$ cat src/rtl/coin_pkg.sv
// Shared types and geometry constants for the coin sprite address generator.
package coin_pkg;

   typedef enum logic [1:0] {StHidden, StSpin, StCollect, StGone} coin_state_e;

   localparam int unsigned TILE    = 16;
   localparam int unsigned FRAMES  = 8;
   localparam int unsigned SHEET_W = 128;
   localparam int unsigned X_MAX   = 624;
   localparam int unsigned Y_MAX   = 464;
   localparam int unsigned H_LAST  = 639;
   localparam int unsigned V_LAST  = 479;

   function automatic logic [9:0] clamp10(input logic [9:0] v, input logic [9:0] lim);
      return (v > lim) ? lim : v;
   endfunction

endpackage

$ cat src/rtl/coin_anim_addr_if.sv
// Pixel-scan, control and sprite-address signals between the video pipeline and the coin block.
interface coin_anim_addr_if;

   logic [9:0]  DrawX;
   logic [9:0]  DrawY;
   logic        blank;
   logic        spawn;
   logic [9:0]  spawn_x;
   logic [9:0]  spawn_y;
   logic        collect;
   logic [10:0] rom_address;
   logic        sprite_on;
   logic        blank_d;
   logic        collect_done;

   modport master (
      output DrawX, DrawY, blank, spawn, spawn_x, spawn_y, collect,
      input  rom_address, sprite_on, blank_d, collect_done
   );

   modport slave (
      input  DrawX, DrawY, blank, spawn, spawn_x, spawn_y, collect,
      output rom_address, sprite_on, blank_d, collect_done
   );

endinterface

$ cat src/rtl/coin_frame_tick.sv
// Flags the last visible pixel of a frame; the coin state commits on this pixel.
module coin_frame_tick
   import coin_pkg::*;
(
   input  logic [9:0] draw_x_i,
   input  logic [9:0] draw_y_i,
   output logic       frame_tick_o
);

   assign frame_tick_o = (draw_x_i == 10'(H_LAST)) && (draw_y_i == 10'(V_LAST));

endmodule

$ cat src/rtl/coin_anim_addr.sv
// Coin lifecycle FSM plus registered sprite-sheet address generation for the coin ROM.
module coin_anim_addr
   import coin_pkg::*;
#(
   parameter int unsigned SLOW_DIV      = 6,
   parameter int unsigned COLLECT_TICKS = 16
) (
   input  logic           vga_clk,
   input  logic           reset,
   coin_anim_addr_if.slave bus
);

   localparam int unsigned DivW = (SLOW_DIV > 1) ? $clog2(SLOW_DIV) : 1;
   localparam int unsigned ColW = (COLLECT_TICKS > 1) ? $clog2(COLLECT_TICKS) : 1;
   localparam int unsigned FrmW = $clog2(FRAMES);

   logic frame_tick;

   coin_frame_tick u_frame_tick (
      .draw_x_i     (bus.DrawX),
      .draw_y_i     (bus.DrawY),
      .frame_tick_o (frame_tick)
   );

   coin_state_e     state_q, state_d;
   logic [FrmW-1:0] frame_idx_q, frame_idx_d;
   logic [DivW-1:0] div_cnt_q, div_cnt_d;
   logic [ColW-1:0] collect_cnt_q, collect_cnt_d;
   logic [9:0]      pend_x_q, pend_x_d, pend_y_q, pend_y_d;
   logic [9:0]      px_q, px_d, py_q, py_d;
   logic            draw_en_q, draw_en_d;
   logic            sprite_on_q, sprite_on_d;
   logic [10:0]     rom_address_q, rom_address_d;
   logic            blank_dly_q, blank_dly_d;
   logic            collect_done_q, collect_done_d;

   logic [9:0] dx, dy;
   logic       hit;

   always_comb begin
      state_d        = state_q;
      frame_idx_d    = frame_idx_q;
      div_cnt_d      = div_cnt_q;
      collect_cnt_d  = collect_cnt_q;
      pend_x_d       = pend_x_q;
      pend_y_d       = pend_y_q;
      px_d           = px_q;
      py_d           = py_q;
      draw_en_d      = draw_en_q;
      collect_done_d = 1'b0;

      case (state_q)
         StHidden, StGone: begin
            if (bus.spawn) begin
               state_d     = StSpin;
               frame_idx_d = '0;
               div_cnt_d   = '0;
               pend_x_d    = clamp10(bus.spawn_x, 10'(X_MAX));
               pend_y_d    = clamp10(bus.spawn_y, 10'(Y_MAX));
            end
         end
         StSpin: begin
            if (bus.collect) begin
               state_d       = StCollect;
               collect_cnt_d = '0;
            end else if (frame_tick) begin
               if (div_cnt_q == DivW'(SLOW_DIV - 1)) begin
                  div_cnt_d   = '0;
                  frame_idx_d = frame_idx_q + FrmW'(1);
               end else begin
                  div_cnt_d = div_cnt_q + DivW'(1);
               end
            end
         end
         StCollect: begin
            if (frame_tick) begin
               frame_idx_d   = frame_idx_q + FrmW'(1);
               collect_cnt_d = collect_cnt_q + ColW'(1);
               if (collect_cnt_q == ColW'(COLLECT_TICKS - 1)) begin
                  state_d        = StGone;
                  collect_done_d = 1'b1;
               end
            end
         end
         default: state_d = StHidden;
      endcase

      // Visible position/enable only change between frames so the sprite never tears.
      if (frame_tick) begin
         px_d      = pend_x_d;
         py_d      = pend_y_d;
         draw_en_d = (state_d == StSpin) || (state_d == StCollect);
      end
   end

   assign dx  = bus.DrawX - px_q;
   assign dy  = bus.DrawY - py_q;
   assign hit = bus.blank && draw_en_q &&
                (bus.DrawX >= px_q) && (dx < 10'(TILE)) &&
                (bus.DrawY >= py_q) && (dy < 10'(TILE));

   always_comb begin
      sprite_on_d   = hit;
      rom_address_d = hit ? {dy[3:0], frame_idx_q, dx[3:0]} : '0;
      blank_dly_d   = bus.blank;
   end

   always_ff @(posedge vga_clk) begin
      if (reset) begin
         state_q        <= StHidden;
         frame_idx_q    <= '0;
         div_cnt_q      <= '0;
         collect_cnt_q  <= '0;
         pend_x_q       <= '0;
         pend_y_q       <= '0;
         px_q           <= '0;
         py_q           <= '0;
         draw_en_q      <= 1'b0;
         sprite_on_q    <= 1'b0;
         rom_address_q  <= '0;
         blank_dly_q    <= 1'b0;
         collect_done_q <= 1'b0;
      end else begin
         state_q        <= state_d;
         frame_idx_q    <= frame_idx_d;
         div_cnt_q      <= div_cnt_d;
         collect_cnt_q  <= collect_cnt_d;
         pend_x_q       <= pend_x_d;
         pend_y_q       <= pend_y_d;
         px_q           <= px_d;
         py_q           <= py_d;
         draw_en_q      <= draw_en_d;
         sprite_on_q    <= sprite_on_d;
         rom_address_q  <= rom_address_d;
         blank_dly_q    <= blank_dly_d;
         collect_done_q <= collect_done_d;
      end
   end

   assign bus.sprite_on    = sprite_on_q;
   assign bus.rom_address  = rom_address_q;
   assign bus.blank_d      = blank_dly_q;
   assign bus.collect_done = collect_done_q;

endmodule

$ cat src/flat_wrapper.sv
// flat-port wrapper written by rule: the top's interface ports become plain ports
module coin_anim_addr_flat import coin_pkg::*;
#(
   parameter int unsigned SLOW_DIV      = 6,
   parameter int unsigned COLLECT_TICKS = 16
)
  (vga_clk, reset, bus_DrawX, bus_DrawY, bus_blank, bus_spawn, bus_spawn_x, bus_spawn_y, bus_collect, bus_rom_address, bus_sprite_on, bus_blank_d, bus_collect_done);
  coin_anim_addr_if bus_i ();
  input  logic vga_clk;
  input  logic reset;
  input wire logic [$bits(bus_i.DrawX)-1:0] bus_DrawX;
  input wire logic [$bits(bus_i.DrawY)-1:0] bus_DrawY;
  input wire logic [$bits(bus_i.blank)-1:0] bus_blank;
  input wire logic [$bits(bus_i.spawn)-1:0] bus_spawn;
  input wire logic [$bits(bus_i.spawn_x)-1:0] bus_spawn_x;
  input wire logic [$bits(bus_i.spawn_y)-1:0] bus_spawn_y;
  input wire logic [$bits(bus_i.collect)-1:0] bus_collect;
  output wire logic [$bits(bus_i.rom_address)-1:0] bus_rom_address;
  output wire logic [$bits(bus_i.sprite_on)-1:0] bus_sprite_on;
  output wire logic [$bits(bus_i.blank_d)-1:0] bus_blank_d;
  output wire logic [$bits(bus_i.collect_done)-1:0] bus_collect_done;
  assign bus_i.DrawX = bus_DrawX;
  assign bus_i.DrawY = bus_DrawY;
  assign bus_i.blank = bus_blank;
  assign bus_i.spawn = bus_spawn;
  assign bus_i.spawn_x = bus_spawn_x;
  assign bus_i.spawn_y = bus_spawn_y;
  assign bus_i.collect = bus_collect;
  assign bus_rom_address = bus_i.rom_address;
  assign bus_sprite_on = bus_i.sprite_on;
  assign bus_blank_d = bus_i.blank_d;
  assign bus_collect_done = bus_i.collect_done;
  coin_anim_addr #(.SLOW_DIV(SLOW_DIV), .COLLECT_TICKS(COLLECT_TICKS)) u_core (.vga_clk(vga_clk), .reset(reset), .bus(bus_i));
endmodule
$ cat config.mk
export PLATFORM = sky130hd
export DESIGN_NAME = coin_anim_addr_flat
export DESIGN_NICKNAME = d
export VERILOG_FILES = /design/src/rtl/coin_pkg.sv /design/src/rtl/coin_anim_addr_if.sv /design/src/rtl/coin_frame_tick.sv /design/src/rtl/coin_anim_addr.sv /design/src/flat_wrapper.sv
export SDC_FILE = /design/constraint.sdc
export NUM_CORES = 1
export LEC_CHECK = 0
export ABC_AREA = 0
export CAP_MARGIN = 10
export CELL_PAD_IN_SITES_DETAIL_PLACEMENT = 2
export CELL_PAD_IN_SITES_GLOBAL_PLACEMENT = 2
export CORE_MARGIN = 8
export CORE_UTILIZATION = 32
export DETAILED_ROUTE_END_ITERATION = 12
export PLACE_DENSITY_LB_ADDON = 0.1
export REMOVE_ABC_BUFFERS = 1
export SYNTH_ARGS = -nofsm -noshare
export SYNTH_HDL_FRONTEND = slang
export SYNTH_HIERARCHICAL = 1
export SYNTH_SLANG_ARGS = --single-unit
$ cat constraint.sdc
create_clock -name vga_clk -period 3.2 [get_ports vga_clk]
set_input_delay 0.8 -clock vga_clk [delete_from_list [all_inputs] [get_ports vga_clk]]
set_output_delay 0.8 -clock vga_clk [all_outputs]
set_load 0.005 [all_outputs]
Word level (Yosys, flattened, before mapping)
Cells that the tools add are included.
- bits of input ports: 45
- register bits after elaboration: 67
- logic and storage cells: 83
- output and inout bits: 14
- eq/ne operators: 15
- multiplexer cells: 25
- add/subtract/negate cells: 5
- bitwise logic cells: 3
- reduce and logical (&&, ||, !) cells: 16
- order comparisons: 6
- operator list (kind ; count):
    $mux W10 ; 6
    $mux W3 ; 8
    $ge A10 B10 Y1 ; 2
    $lt A10 B5 Y1 const B ; 2
    $sub A10 B10 Y10 ; 2
    $eq A10 B10 Y1 const B ; 1
    $eq A10 B9 Y1 const B ; 1
    $gt A10 B10 Y1 const B ; 1
    $gt A10 B9 Y1 const B ; 1
    $pmux W3 S3 ; 1
    $mux W2 ; 4
    $mux W4 ; 2
    $pmux W4 S2 ; 1
    $add A3 B1 Y3 const B ; 2
    $eq A2 B2 Y1 const B ; 3
    $logic_and A1 B1 Y1 ; 6
    $ne A2 B1 Y1 const B ; 3
    $ne A2 B2 Y1 const B ; 3
    $pmux W2 S3 ; 1
    $pmux W3 S2 ; 1
    $reduce_and A5 Y1 ; 1
    $add A4 B1 Y4 const B ; 1
    $eq A2 B1 Y1 const B ; 2
    $eq A4 B4 Y1 const B ; 1
    other kinds (10) ; 14

Logic depth before layout (Yosys ltp)
- depth after elaboration: 7
- depth in mapped cells: 11
- gate-level depth less buffers: 10

Cells and area by module
Netlist, hierarchy kept.
- modules (own cells, without submodules) (module ; instances ; area an instance (um2) ; cells each):
    coin_anim_addr ; 1 ; 3577.2 ; 422
    coin_frame_tick ; 1 ; 57.6 ; 7

Worst setup path before layout
Ideal clock, no wire load.
- kind: input to register
- from: input bus_DrawY[5]
- to: register u_core.div_cnt_q[2]
- arrival time: 2.694 ns
- setup time: 0.128 ns
- path slack: 0.378 ns
- stages: 10
- cells stage by stage: nand4b_1 -> or3_1 -> nor3_2 -> clkbuf_1 -> inv_1 -> o21ai_0 -> nor3b_1 -> o21ai_0 -> a22oi_1 -> nor2_1
- cells in the longest elaborated chain, start to end: 4
- RTL lines (what ; RTL line ; RTL):
    start, declared ; flat_wrapper.sv:12 ; input wire logic [$bits(bus_i.DrawY)-1:0] bus_DrawY;
    $eq A10 B9 Y1 ; coin_frame_tick.sv:10 ; assign frame_tick_o = (draw_x_i == 10'(H_LAST)) && (draw_y_i == 10'(V_LAST));
    $logic_and A1 B1 Y1 ; coin_frame_tick.sv:10 ;
    net u_core.frame_tick ; coin_anim_addr.sv:17 ; logic frame_tick;
    $ne A2 B1 Y1 (no source line) ; n/a ;
    $reduce_and A4 Y1 (no source line) ; n/a ;
    end signal, assigned ; coin_anim_addr.sv:126 ; div_cnt_q <= div_cnt_d;
    end, declared ; coin_anim_addr.sv:27 ; logic [DivW-1:0] div_cnt_q, div_cnt_d;
The timed path passes the listed nets, and every way through them passes these cells.
A chain may end at the register's enable or synchronous reset.

Final worst setup path
- from: input bus_DrawY[5]
- to: register u_core.rom_address_q[5] (netlist: u_core/bus.rom_address[5])
- cells in the longest elaborated chain, start to end: 5
- elaborated cells between the ends (all ways): 7
- those cells by class: add/sub: 1; order compare: 2; bitwise: 1; reduce/logical: 3
- RTL lines (what ; RTL line ; RTL):
    $sub A10 B10 Y10 / $ge A10 B10 Y1 (equally long branches) ; coin_anim_addr.sv:97, coin_anim_addr.sv:100 ;
    $lt A10 B5 Y1 / $logic_and A1 B1 Y1 (equally long branches) ; coin_anim_addr.sv:100, coin_anim_addr.sv:99 ;
    $logic_and A1 B1 Y1 (*) ; coin_anim_addr.sv:100 ; (bus.DrawY >= py_q) && (dy < 10'(TILE));
    $not A1 Y1 (no source line) (*) ; n/a ;
    $reduce_or A2 Y1 (no source line) (*) ; n/a ;
    end signal, assigned ; coin_anim_addr.sv:134 ; rom_address_q <= rom_address_d;
    end, declared ; coin_anim_addr.sv:33 ; logic [10:0] rom_address_q, rom_address_d;
Mark *: on every way between the ends. The rest lies on a longest branch, timed or not.

==> run summary <==
CP Capture Type: flop
Total GRT Usage: 17.9%
Worst Tran Pin Value: 585 ps
Synth warnings: 6
DRC: 0
Final std cells w/o fill: 679
CP endpoint: u_core/bus.rom_address[5]$_SDFF_PP0_
Element type at the critical path start: input pin
Non-Filler Cell Area, Final: 0.00515 mm^2
CTS tree: yes
Clk pin slew, worst setup/hold paths: 60 ps
Die Span X: 123 um
Static Leak: 1.97 nW
Worst r2r src: u_core/py_q[0]$_SDFFE_PP0P_
Die H: 123 um
Post-route ant nets: 0
Required @ worst endpoint: 3430 ps
Setup crit start: bus_DrawY[5]
Largest cells by area after synthesis: dfxtp_1, ha_1, nor2_1
FMAX: 0.319 GHz
CTS H-Tree Depth: 3
GR Overflow Total: 0
WP depth: 11
Number of synthesized flops with an enable pin: 0
Port Buf Inserts: 58
CP top delay family: compound AO/OA/AOI/OAI gates
Clock latency on the worst-skew pair: 340 ps
Initial Util: 32.2%
Peak VDD IR: 388 uV
Clock Skews: 7.61 ps
Cts bufs inserted: 9
Largest net degree at the start of global routing: 54
Antenna cells: 0
Number of global-route vias before repair: 3916
Hold crit path type: flop to flop
Fraction of layout cells with a size suffix above 1: 18.3%
Die area: 0.0150 mm^2
FILL cells: 1237
Sequential-to-total area share from yosys stat: 36.9%
Initial DRC Count: 142
Crit path cell chain: clkdlybuf4s50_1 > buf_4 > ha_1 > a21oi_2 > buf_4 > nand2_1 > o2111a_1 > o32ai_1 > a2111o_1 > clkbuf_16 > nor3_2
DR vias: 3586
Max transition margin: 61.0%
Synth async-reset ratio: 0%
Layout Nets: 603
Wire per inst: 20.1 um
Worst hold path cell count: 2
Unique masters post-synth: 56
DP HPWL: 10.2 mm
Final setup margin: 70.0 ps
Worst R2R End: u_core/bus.rom_address[5]$_SDFF_PP0_
Critical path type: input pin to flop
Main flop type after synthesis: dfxtp_1
Routed WL: 13.6 mm
Cell taking the most area after synthesis: dfxtp_1
Setup Viol. Count Final: 0
Netlist Area Pre-Place: 0.00363 mm^2
RD Place Congestion: 0.953
Hold Vio Cnt, Final: 0
Max-Cap Viols: 0
Status: finished clean
Worst Path Arrival: 3360 ps
DP Worst Slack: -344 ps
Synth Register Bits: 67
Final Total Pwr: 2.76 mW
Slowest-stage cell, CP: clkdlybuf4s50_1
IO Count: 59
Max stage delay on crit path: 440 ps
CTS root buf: clkbuf_16
First-pass GRT wire length: 20.6 mm
CTS sink count: 67
Final period util: 97.8%
Clock buffer depth: 2
R2R depth: 10
CP Max Fanout: 6
Slew Limit Fails: 0
CP bufs+invs: 4
R2R Setup Slk: 530 ps
Vias/cell: 5.28
Gate Count Post-Synth: 429
Core Area: 0.0113 mm^2
Post-CTS setup buffer count: 0
CP most frequent cell: buf_4
Post-route minimum period: 3130 ps
DP Area: 0.00473 mm^2
Top cell type's share of synthesized area: 36.9%
Num rows: 39
Pre-antenna DRT Iters: 4
Layout overhead on the synthesized area: 41.7%
Initial antenna violation count: 0
Core Util, Final: 45.7%
Syn_area_per_cell: 8.47 um^2
P per Cell Area: 536 mW/mm^2
Placed Cells: 663
[cell type report]
class	instances	area, um^2	share of cell area [%]
Multi-Input combinational cell	304	2130	41.4
Sequential cell	67	1340	26.0
Timing Repair Buffer	112	1030	19.9
Clock buffer	11	253	4.91
Tap cell	143	179	3.47
Inverter	38	143	2.77
Clock inverter	4	73.8	1.43
[state kept, by name, indices dropped and copies added, names as in the netlist]
name / count
u_core/pend_x_q: 10
u_core/py_q: 10
u_core/pend_y_q: 10
u_core/state_q: 2
u_core/draw_en_q: 1
u_core/bus.sprite_on: 1
u_core/bus.blank_d: 1
u_core/frame_idx_q: 3
u_core/px_q: 10
u_core/bus.collect_done: 1
u_core/collect_cnt_q: 4
u_core/div_cnt_q: 3
u_core/bus.rom_address: 11
[report_power, final]
| part | internal, mW | switching, mW | total (mW) |
|---|---|---|---|
| Clock | 0.720 | 0.390 | 1.11 |
| Combinational | 0.313 | 0.406 | 0.719 |
| Sequential | 0.898 | 0.0305 | 0.929 |
[per-layer routing]
| metal | up-vias | wire length (um) | share of wire (%) | track usage, % |
|---|---|---|---|---|
| li1 | 1732 | - | - | - |
| met5 | - | 0 | 0 | 0 |
| met1 | 1783 | 5960 | 44 | 20.7 |
| met2 | 57 | 6970 | 51 | 31.6 |
| met4 | 0 | 228 | 1.7 | 5.71 |
| met3 | 14 | 476 | 3.5 | 4.37 |
[logic make-up (layout without fill, tap and decap cells)]
logic type / after synthesis / count (layout) / share of synthesized area (%)
compound gates: 106 / 106 / 19.8
xor+xnor: 7 / 7 / 1.69
fa+ha+maj: 26 / 26 / 9.36
buf+inv: 58 / 165 / 6.44
flops: 67 / 67 / 36.9
mux: 14 / 14 / 4.03
simple gates: 151 / 151 / 21.8
[synth_stat cells (all sizes together) (2+ instances only)]
| cell type | count |
|---|---|
| mux2 | 5 |
| o2111a | 2 |
| xor2 | 2 |
| a21o | 4 |
| nand2 | 15 |
| o21bai | 2 |
| nand2b | 3 |
| a2111oi | 2 |
| inv | 38 |
| o22ai | 7 |
| o21a | 4 |
| nor3 | 15 |
| a22oi | 10 |
| mux2i | 9 |
| nand4b | 3 |
| clkbuf | 17 |
| xnor2 | 5 |
| nor3b | 4 |
| a31oi | 3 |
| a211oi | 18 |
| o21ai | 24 |
| nand3b | 3 |
| nor2 | 68 |
| a21oi | 17 |
| or3 | 5 |
| a211o | 2 |
| ha | 24 |
| nand4 | 9 |
| buf | 3 |
| dfxtp | 67 |
| nand3 | 9 |
| o2111ai | 2 |
| a21boi | 2 |
| fa | 2 |
| nor2b | 9 |
[through the flow]
stage          hold WS [ps]  TNS (ps)
2_1_floorplan           410     -4060
3_3_place_gp            418     -2180
3_5_place_dp            438     -4320
4_1_cts                 447         0
5_1_grt                 456     -51.3
6_report                445         0
[worst min-delay path, stage by stage (launching register included)]
cell and delay [ps]:
dfxtp_1 310, nand2_1 60, nor2_1 40
[what timing repair did]
| action | in CTS | in global routing |
|---|---|---|
| gates cloned | 0 | 1 |
| gates resized for setup | 1 | 14 |
| pin swaps | 0 | 5 |
| endpoints found under the setup margin | 3 | 12 |
| hold buffers | 0 | 0 |
[how the worst min path moves through the flow]
| stage | end | from | slack (ps) |
|---|---|---|---|
| 2_1_floorplan | u_core/pend_y_q[9]$_SDFF_PP0_ | u_core/pend_y_q[9]$_SDFF_PP0_ | 410 |
| 3_3_place_gp | u_core/pend_y_q[9]$_SDFF_PP0_ | u_core/pend_y_q[9]$_SDFF_PP0_ | 420 |
| 3_5_place_dp | u_core/pend_y_q[9]$_SDFF_PP0_ | u_core/pend_y_q[9]$_SDFF_PP0_ | 440 |
| 4_1_cts | u_core/pend_y_q[9]$_SDFF_PP0_ | u_core/pend_y_q[9]$_SDFF_PP0_ | 450 |
| 5_1_grt | u_core/pend_y_q[9]$_SDFF_PP0_ | u_core/pend_y_q[9]$_SDFF_PP0_ | 460 |
| 6_report | u_core/pend_y_q[9]$_SDFF_PP0_ | u_core/pend_y_q[9]$_SDFF_PP0_ | 440 |
[cells in the final DEF (no fill, tap or decap), types with 7 or more instances in the layout]
cell	netlist	final
clkdlybuf4s50_1	0	56
nand2_1	15	15
nor3_2	11	11
dfxtp_1	67	67
inv_1	38	38
a21oi_1	16	15
o22ai_1	7	7
a211oi_1	18	16
ha_1	24	23
nand4_1	9	9
nor2_1	68	68
a22oi_1	10	10
buf_4	0	51
nand3_1	9	9
nor2b_1	9	9
o21ai_0	21	21
mux2i_1	9	9
clkbuf_16	0	10
Power figures use the tool's default switching activity.
